--- src/rtl/axi_lite_master_rw.sv ---
// Single-outstanding AXI4-Lite master: turns one local command into a read or write burst-of-one,
// with independent AW/W tracking and a per-transaction watchdog. All outputs are registered.
module axi_lite_master_rw #(
    parameter int ADDR_WIDTH     = 4,
    parameter int DATA_WIDTH     = 32,
    parameter int TIMEOUT_CYCLES = 256
) (
    input  logic                    aclk,
    input  logic                    aresetn,
    input  logic                    cmd_valid,
    output logic                    cmd_ready,
    input  logic                    cmd_write,
    input  logic [ADDR_WIDTH-1:0]   cmd_addr,
    input  logic [DATA_WIDTH-1:0]   cmd_wdata,
    input  logic [DATA_WIDTH/8-1:0] cmd_wstrb,
    output logic                    rsp_valid,
    output logic [DATA_WIDTH-1:0]   rsp_rdata,
    output logic [1:0]              rsp_resp,
    output logic                    rsp_timeout,
    output logic [ADDR_WIDTH-1:0]   awaddr,
    output logic                    awvalid,
    input  logic                    awready,
    output logic [DATA_WIDTH-1:0]   wdata,
    output logic [DATA_WIDTH/8-1:0] wstrb,
    output logic                    wvalid,
    input  logic                    wready,
    input  logic [1:0]              bresp,
    input  logic                    bvalid,
    output logic                    bready,
    output logic [ADDR_WIDTH-1:0]   araddr,
    output logic                    arvalid,
    input  logic                    arready,
    input  logic [DATA_WIDTH-1:0]   rdata,
    input  logic [1:0]              rresp,
    input  logic                    rvalid,
    output logic                    rready,
    output logic [2:0]              dbg_state
);

    // Handshakes: a transfer happens on the rising aclk edge where valid && ready are both high;
    // once raised, a valid (and its payload) is held until that edge.

    localparam int SW = DATA_WIDTH / 8;
    localparam int CW = (TIMEOUT_CYCLES > 0) ? $clog2(TIMEOUT_CYCLES + 1) : 1;

    typedef enum logic [2:0] {
        IDLE    = 3'd0,
        WR      = 3'd1,
        WR_RESP = 3'd2,
        RD_ADDR = 3'd3,
        RD_DATA = 3'd4
    } state_t;

    state_t                  state, state_n;
    logic [ADDR_WIDTH-1:0]   addr_q, addr_n;
    logic [DATA_WIDTH-1:0]   wdata_q, wdata_n;
    logic [SW-1:0]           wstrb_q, wstrb_n;
    logic                    aw_done, aw_done_n, w_done, w_done_n;
    logic [CW-1:0]           cnt, cnt_n, cnt_inc;
    logic                    expired, do_timeout;
    logic                    cmd_ready_n, awvalid_n, wvalid_n, bready_n, arvalid_n, rready_n;
    logic                    rsp_valid_n, rsp_timeout_n;
    logic [DATA_WIDTH-1:0]   rsp_rdata_n;
    logic [1:0]              rsp_resp_n;
    logic                    aw_hs, w_hs;

    assign awaddr    = addr_q;
    assign araddr    = addr_q;
    assign wdata     = wdata_q;
    assign wstrb     = wstrb_q;
    assign dbg_state = state;

    assign aw_hs   = awvalid && awready;
    assign w_hs    = wvalid && wready;
    // Saturates at the limit so a handshake that beats expiry never lets the count wrap.
    assign cnt_inc = (cnt == CW'(TIMEOUT_CYCLES)) ? cnt : cnt + 1'b1;
    assign expired = (TIMEOUT_CYCLES != 0) && (cnt_inc == CW'(TIMEOUT_CYCLES));

    always_comb begin
        state_n       = state;
        addr_n        = addr_q;
        wdata_n       = wdata_q;
        wstrb_n       = wstrb_q;
        aw_done_n     = aw_done;
        w_done_n      = w_done;
        cnt_n         = cnt;
        cmd_ready_n   = cmd_ready;
        awvalid_n     = awvalid;
        wvalid_n      = wvalid;
        bready_n      = bready;
        arvalid_n     = arvalid;
        rready_n      = rready;
        rsp_valid_n   = 1'b0;
        rsp_timeout_n = 1'b0;
        rsp_rdata_n   = '0;
        rsp_resp_n    = 2'b00;
        do_timeout    = 1'b0;

        if (state != IDLE) cnt_n = cnt_inc;

        case (state)
            IDLE: begin
                cmd_ready_n = 1'b1;
                if (cmd_valid && cmd_ready) begin
                    cmd_ready_n = 1'b0;
                    addr_n      = cmd_addr;
                    wdata_n     = cmd_wdata;
                    wstrb_n     = cmd_wstrb;
                    cnt_n       = '0;
                    if (cmd_write) begin
                        state_n   = WR;
                        awvalid_n = 1'b1;
                        wvalid_n  = 1'b1;
                    end else begin
                        state_n   = RD_ADDR;
                        arvalid_n = 1'b1;
                    end
                end
            end
            WR: begin
                if (aw_hs) begin
                    awvalid_n = 1'b0;
                    aw_done_n = 1'b1;
                end
                if (w_hs) begin
                    wvalid_n = 1'b0;
                    w_done_n = 1'b1;
                end
                if (aw_done_n && w_done_n) begin
                    state_n   = WR_RESP;
                    bready_n  = 1'b1;
                    aw_done_n = 1'b0;
                    w_done_n  = 1'b0;
                end else if (expired && !aw_hs && !w_hs) begin
                    do_timeout = 1'b1;
                end
            end
            WR_RESP: begin
                if (bvalid && bready) begin
                    state_n     = IDLE;
                    bready_n    = 1'b0;
                    cmd_ready_n = 1'b1;
                    rsp_valid_n = 1'b1;
                    rsp_resp_n  = bresp;
                end else if (expired) begin
                    do_timeout = 1'b1;
                end
            end
            RD_ADDR: begin
                if (arvalid && arready) begin
                    state_n   = RD_DATA;
                    arvalid_n = 1'b0;
                    rready_n  = 1'b1;
                end else if (expired) begin
                    do_timeout = 1'b1;
                end
            end
            RD_DATA: begin
                if (rvalid && rready) begin
                    state_n     = IDLE;
                    rready_n    = 1'b0;
                    cmd_ready_n = 1'b1;
                    rsp_valid_n = 1'b1;
                    rsp_rdata_n = rdata;
                    rsp_resp_n  = rresp;
                end else if (expired) begin
                    do_timeout = 1'b1;
                end
            end
            default: state_n = IDLE;
        endcase

        if (do_timeout) begin
            state_n       = IDLE;
            awvalid_n     = 1'b0;
            wvalid_n      = 1'b0;
            bready_n      = 1'b0;
            arvalid_n     = 1'b0;
            rready_n      = 1'b0;
            aw_done_n     = 1'b0;
            w_done_n      = 1'b0;
            cmd_ready_n   = 1'b1;
            rsp_valid_n   = 1'b1;
            rsp_timeout_n = 1'b1;
            rsp_resp_n    = 2'b10;
        end
    end

    always_ff @(posedge aclk or negedge aresetn) begin
        if (!aresetn) begin
            state       <= IDLE;
            addr_q      <= '0;
            wdata_q     <= '0;
            wstrb_q     <= '0;
            aw_done     <= 1'b0;
            w_done      <= 1'b0;
            cnt         <= '0;
            cmd_ready   <= 1'b0;
            awvalid     <= 1'b0;
            wvalid      <= 1'b0;
            bready      <= 1'b0;
            arvalid     <= 1'b0;
            rready      <= 1'b0;
            rsp_valid   <= 1'b0;
            rsp_timeout <= 1'b0;
            rsp_rdata   <= '0;
            rsp_resp    <= 2'b00;
        end else begin
            state       <= state_n;
            addr_q      <= addr_n;
            wdata_q     <= wdata_n;
            wstrb_q     <= wstrb_n;
            aw_done     <= aw_done_n;
            w_done      <= w_done_n;
            cnt         <= cnt_n;
            cmd_ready   <= cmd_ready_n;
            awvalid     <= awvalid_n;
            wvalid      <= wvalid_n;
            bready      <= bready_n;
            arvalid     <= arvalid_n;
            rready      <= rready_n;
            rsp_valid   <= rsp_valid_n;
            rsp_timeout <= rsp_timeout_n;
            rsp_rdata   <= rsp_rdata_n;
            rsp_resp    <= rsp_resp_n;
        end
    end

endmodule

--- config.mk ---
export PLATFORM = sky130hd
export DESIGN_NAME = axi_lite_master_rw
export DESIGN_NICKNAME = d
export VERILOG_FILES = /design/src/rtl/axi_lite_master_rw.sv
export SDC_FILE = /design/constraint.sdc
export NUM_CORES = 1
export LEC_CHECK = 0
export ABC_AREA = 1
export CORE_MARGIN = 1.5
export CORE_UTILIZATION = 42
export DETAILED_ROUTE_END_ITERATION = 8
export MAX_ROUTING_LAYER = met4
export PLACE_DENSITY_LB_ADDON = 0.12
export SYNTH_ARGS = -nofsm -noshare
export SYNTH_HDL_FRONTEND = slang
export SYNTH_SLANG_ARGS = --single-unit
--- constraint.sdc ---
create_clock -name aclk -period 2.1 [get_ports aclk]
set_input_delay 0.525 -clock aclk [delete_from_list [all_inputs] [get_ports aclk]]
set_output_delay 0.525 -clock aclk [all_outputs]
set_load 0.02 [all_outputs]
==> impl_metrics.tcl <==
set metrics [dict create \
    rsz0062_at_grt "no" \
    antenna_found_initial 0 \
    cts_root_buf "clkbuf_8" \
    tns_ns 0 \
    worst_r2r_path_depth 12 \
    dpl.hpwl_mm 7.29 \
    synth.net_count 471 \
    grt_max_degree 41 \
    rr_endpoint "rready" \
    r2r_slack_ns 0.20 \
    clock_latency_ns 0.36 \
    path_cells "clkdlybuf4s50_1" \
    p_leak_uw 0.00287 \
    worstSetupStartpointType "register" \
    yosys_warnings 0 \
    final_util_pct 66.5 \
    cts_buffers 9 \
    hold_violations 0 \
    worstReg2RegStart "cnt[0]" \
    max_freq_ghz 0.493 \
    syn2layout_area_growth_pct 53.9 \
    fillers 739 \
    dieArea_sq_mm 0.0101 \
    power.net_switching_uw 698 \
    hp-class "in -> async" \
    num_rows 35 \
    comb_power_share_pct 5.7 \
    wl_per_cell_um 13.7 \
    overflow 0 \
    first_global_vias 3149 \
    design_area_sq_mm 0.00614 \
    via_per_inst 4.68 \
    portBuffers 173 \
    setup_violations 0 \
    grt_pass1_wl_mm 15.0 \
    end_kind "primary output" \
    drt-total-wl_mm 9.55 \
    grt_usage_pct 20.0 \
    skew_ns 0.0122 \
    worstPathRequired_ns 1.57 \
    slew-limit-headroom_pct 68.0 \
    place_inst 681 \
    htree_levels 3 \
    synth_cell_type_count 30 \
    arrival_ns 1.51 \
    core_sq_mm 0.00924 \
    path_class "reg -> out" \
    initial_utilization_pct 43.2 \
    slowest_stage "clkdlybuf4s50_1" \
    numClockSinks 96 \
    clk_pin_slew_ns 0.09 \
    clock_path_buffers 2 \
    power_density_mw_per_mm2 566 \
    die_x_um 100 \
    intPower_uw 2780 \
    tightest_slew_ns 0.480 \
    layout_min_cycle_time_ns 2.03 \
    hold_slack_ns 0.116 \
    drv_slew 0 \
    first_pass_iters 4 \
    n_antenna_cell 0 \
    synth_edf_count 0 \
    async_flop_share_pct 100 \
    drive_gt1_share_pct 14.8 \
    pwr-share-clk_pct 41.2 \
    ios 174 \
    ys_seq_elements 96 \
    postSynthAreaPerCell_sq_um 10.4 \
    drc 0 \
    path_max_fanout 6 \
    fin_nets 650 \
    cts_setup_buffers 0 \
    path_buf_inv 1 \
    ir_drop_mv 0.320 \
    cp_top_family "buffers and inverters" \
    synth_area_sq_mm 0.00399 \
    tritoncts "done" \
    synthCells 384 \
    pwr-share-seq_pct 53.1 \
    vias 3254 \
    seq_area_frac_synth_pct 60.2 \
    synth_flop_cell "dfrtp_1" \
    cap_viol_max_count 0 \
    place_area_sq_mm 0.00590 \
    swShare_pct 20.1 \
    period_share_pct 96.7 \
    status "finished, final reports clean" \
    drt_iter0_markers 100 \
    gp_congestion 0.820 \
    ant_nets 0 \
    die_h_um 100 \
    max_stage_delay_ns 0.66 \
    fin_cells 696 \
    holdBufCountCts 0 \
]
-- per-layer routing --
metal	track usage, %	share of wire [%]
met2	31.0	46
met1	24.8	44
met5	-	0
met4	7.48	1.8
met3	6.10	8.2
-- through the flow --
step / setup WS, ns / power (uW)
floorplan: 0.384 / 1890
global placement: 0.0324 / 2080
detailed placement: -0.0149 / 2080
CTS: 0.00131 / 3520
global route: 0.0266 / 3610
finish: 0.0699 / 3480
-- area by class of cell --
cell class	count	area, sq um	area share [%]
sequential	96	2400	39.1
timing repair buffer	183	1830	29.8
multi-input combinational	239	1380	22.5
tap	129	161	2.63
inverter	34	128	2.08
clock buffer	9	124	2.02
clock inverter	6	116	1.89
-- power by group through the flow --
stage,Sequential [uW],Clock (uW),Combinational [uW]
floorplan,1880,0,0.932
global placement,1880,0,199
detailed placement,1880,0,201
CTS,1850,1470,202
global route,1850,1550,215
finish,1850,1430,197
-- cells in the mapped netlist (3+ instances only) --
cell       n  area share [%]
buf_2      4            0.50
a21oi_1    4            0.50
nor2_1    49             4.6
inv_1     26             2.4
buf_4      4            0.75
clkbuf_1   6            0.56
o21ai_0    8             1.0
dfrtp_1   96              60
inv_2      7            0.66
nand2_1   92             8.7
o22ai_1    8             1.3
mux2_1     3            0.85
nand3b_1   3            0.56
nand3_1   16             2.0
mux2_2    37              10
-- flip-flops by register name, summed over array words and instances, names as in the netlist, 2 cells and up --
register / flops
wstrb: 4
rsp_resp: 2
rsp_rdata: 32
wdata: 32
dbg_state: 3
cnt: 9
araddr: 4
-- what timing repair did --
| action | 4_1_cts | 5_1_grt |
|---|---|---|
| gates resized for setup | 0 | 2 |
| hold endpoints to repair | 0 | 0 |
| setup endpoints to repair | 0 | 7 |
-- cell families (layout without fill, tap and decap cells) --
kind of cell / after synthesis / count (layout) / synth area share [%]
fa+ha+maj: 2 / 2 / 0.627
flops: 96 / 96 / 60.2
compound gates: 25 / 25 / 4.05
xor+xnor: 2 / 2 / 0.439
mux: 40 / 40 / 11.3
simple gates: 170 / 170 / 18.1
buf+inv: 49 / 232 / 5.30
-- cell usage in the layout, fill, tap and decap left out, types with 2 or more instances in the layout --
master,instances
inv_1,26
bufinv_16,3
buf_12,2
nand3_1,16
o21ai_0,8
clkbuf_8,9
a21oi_1,4
nand2_1,92
nor2_2,3
nor3_2,2
ha_1,2
o22ai_1,8
inv_2,7
clkinv_4,2
mux2_2,37
xor2_1,2
o211ai_2,2
nand2_2,2
mux2_1,3
dfrtp_1,95
nand3b_1,3
clkdlybuf4s50_1,172
nor2_1,48
buf_4,9
-- how the worst max path moves through the flow --
stage            startpoint            to  slack, ns  cells past startpoint
2_1_floorplan  dbg_state[1]        bready       0.38                      9
3_3_place_gp         wready       arvalid       0.03                     12
3_5_place_dp         wready        wvalid      -0.01                     13
4_1_cts        dbg_state[1]  dbg_state[1]      0.001                      1
5_1_grt        dbg_state[2]  dbg_state[2]       0.03                      1
6_report       dbg_state[2]  dbg_state[2]       0.07                      1
No activity file was read; power rests on OpenSTA's default activity.
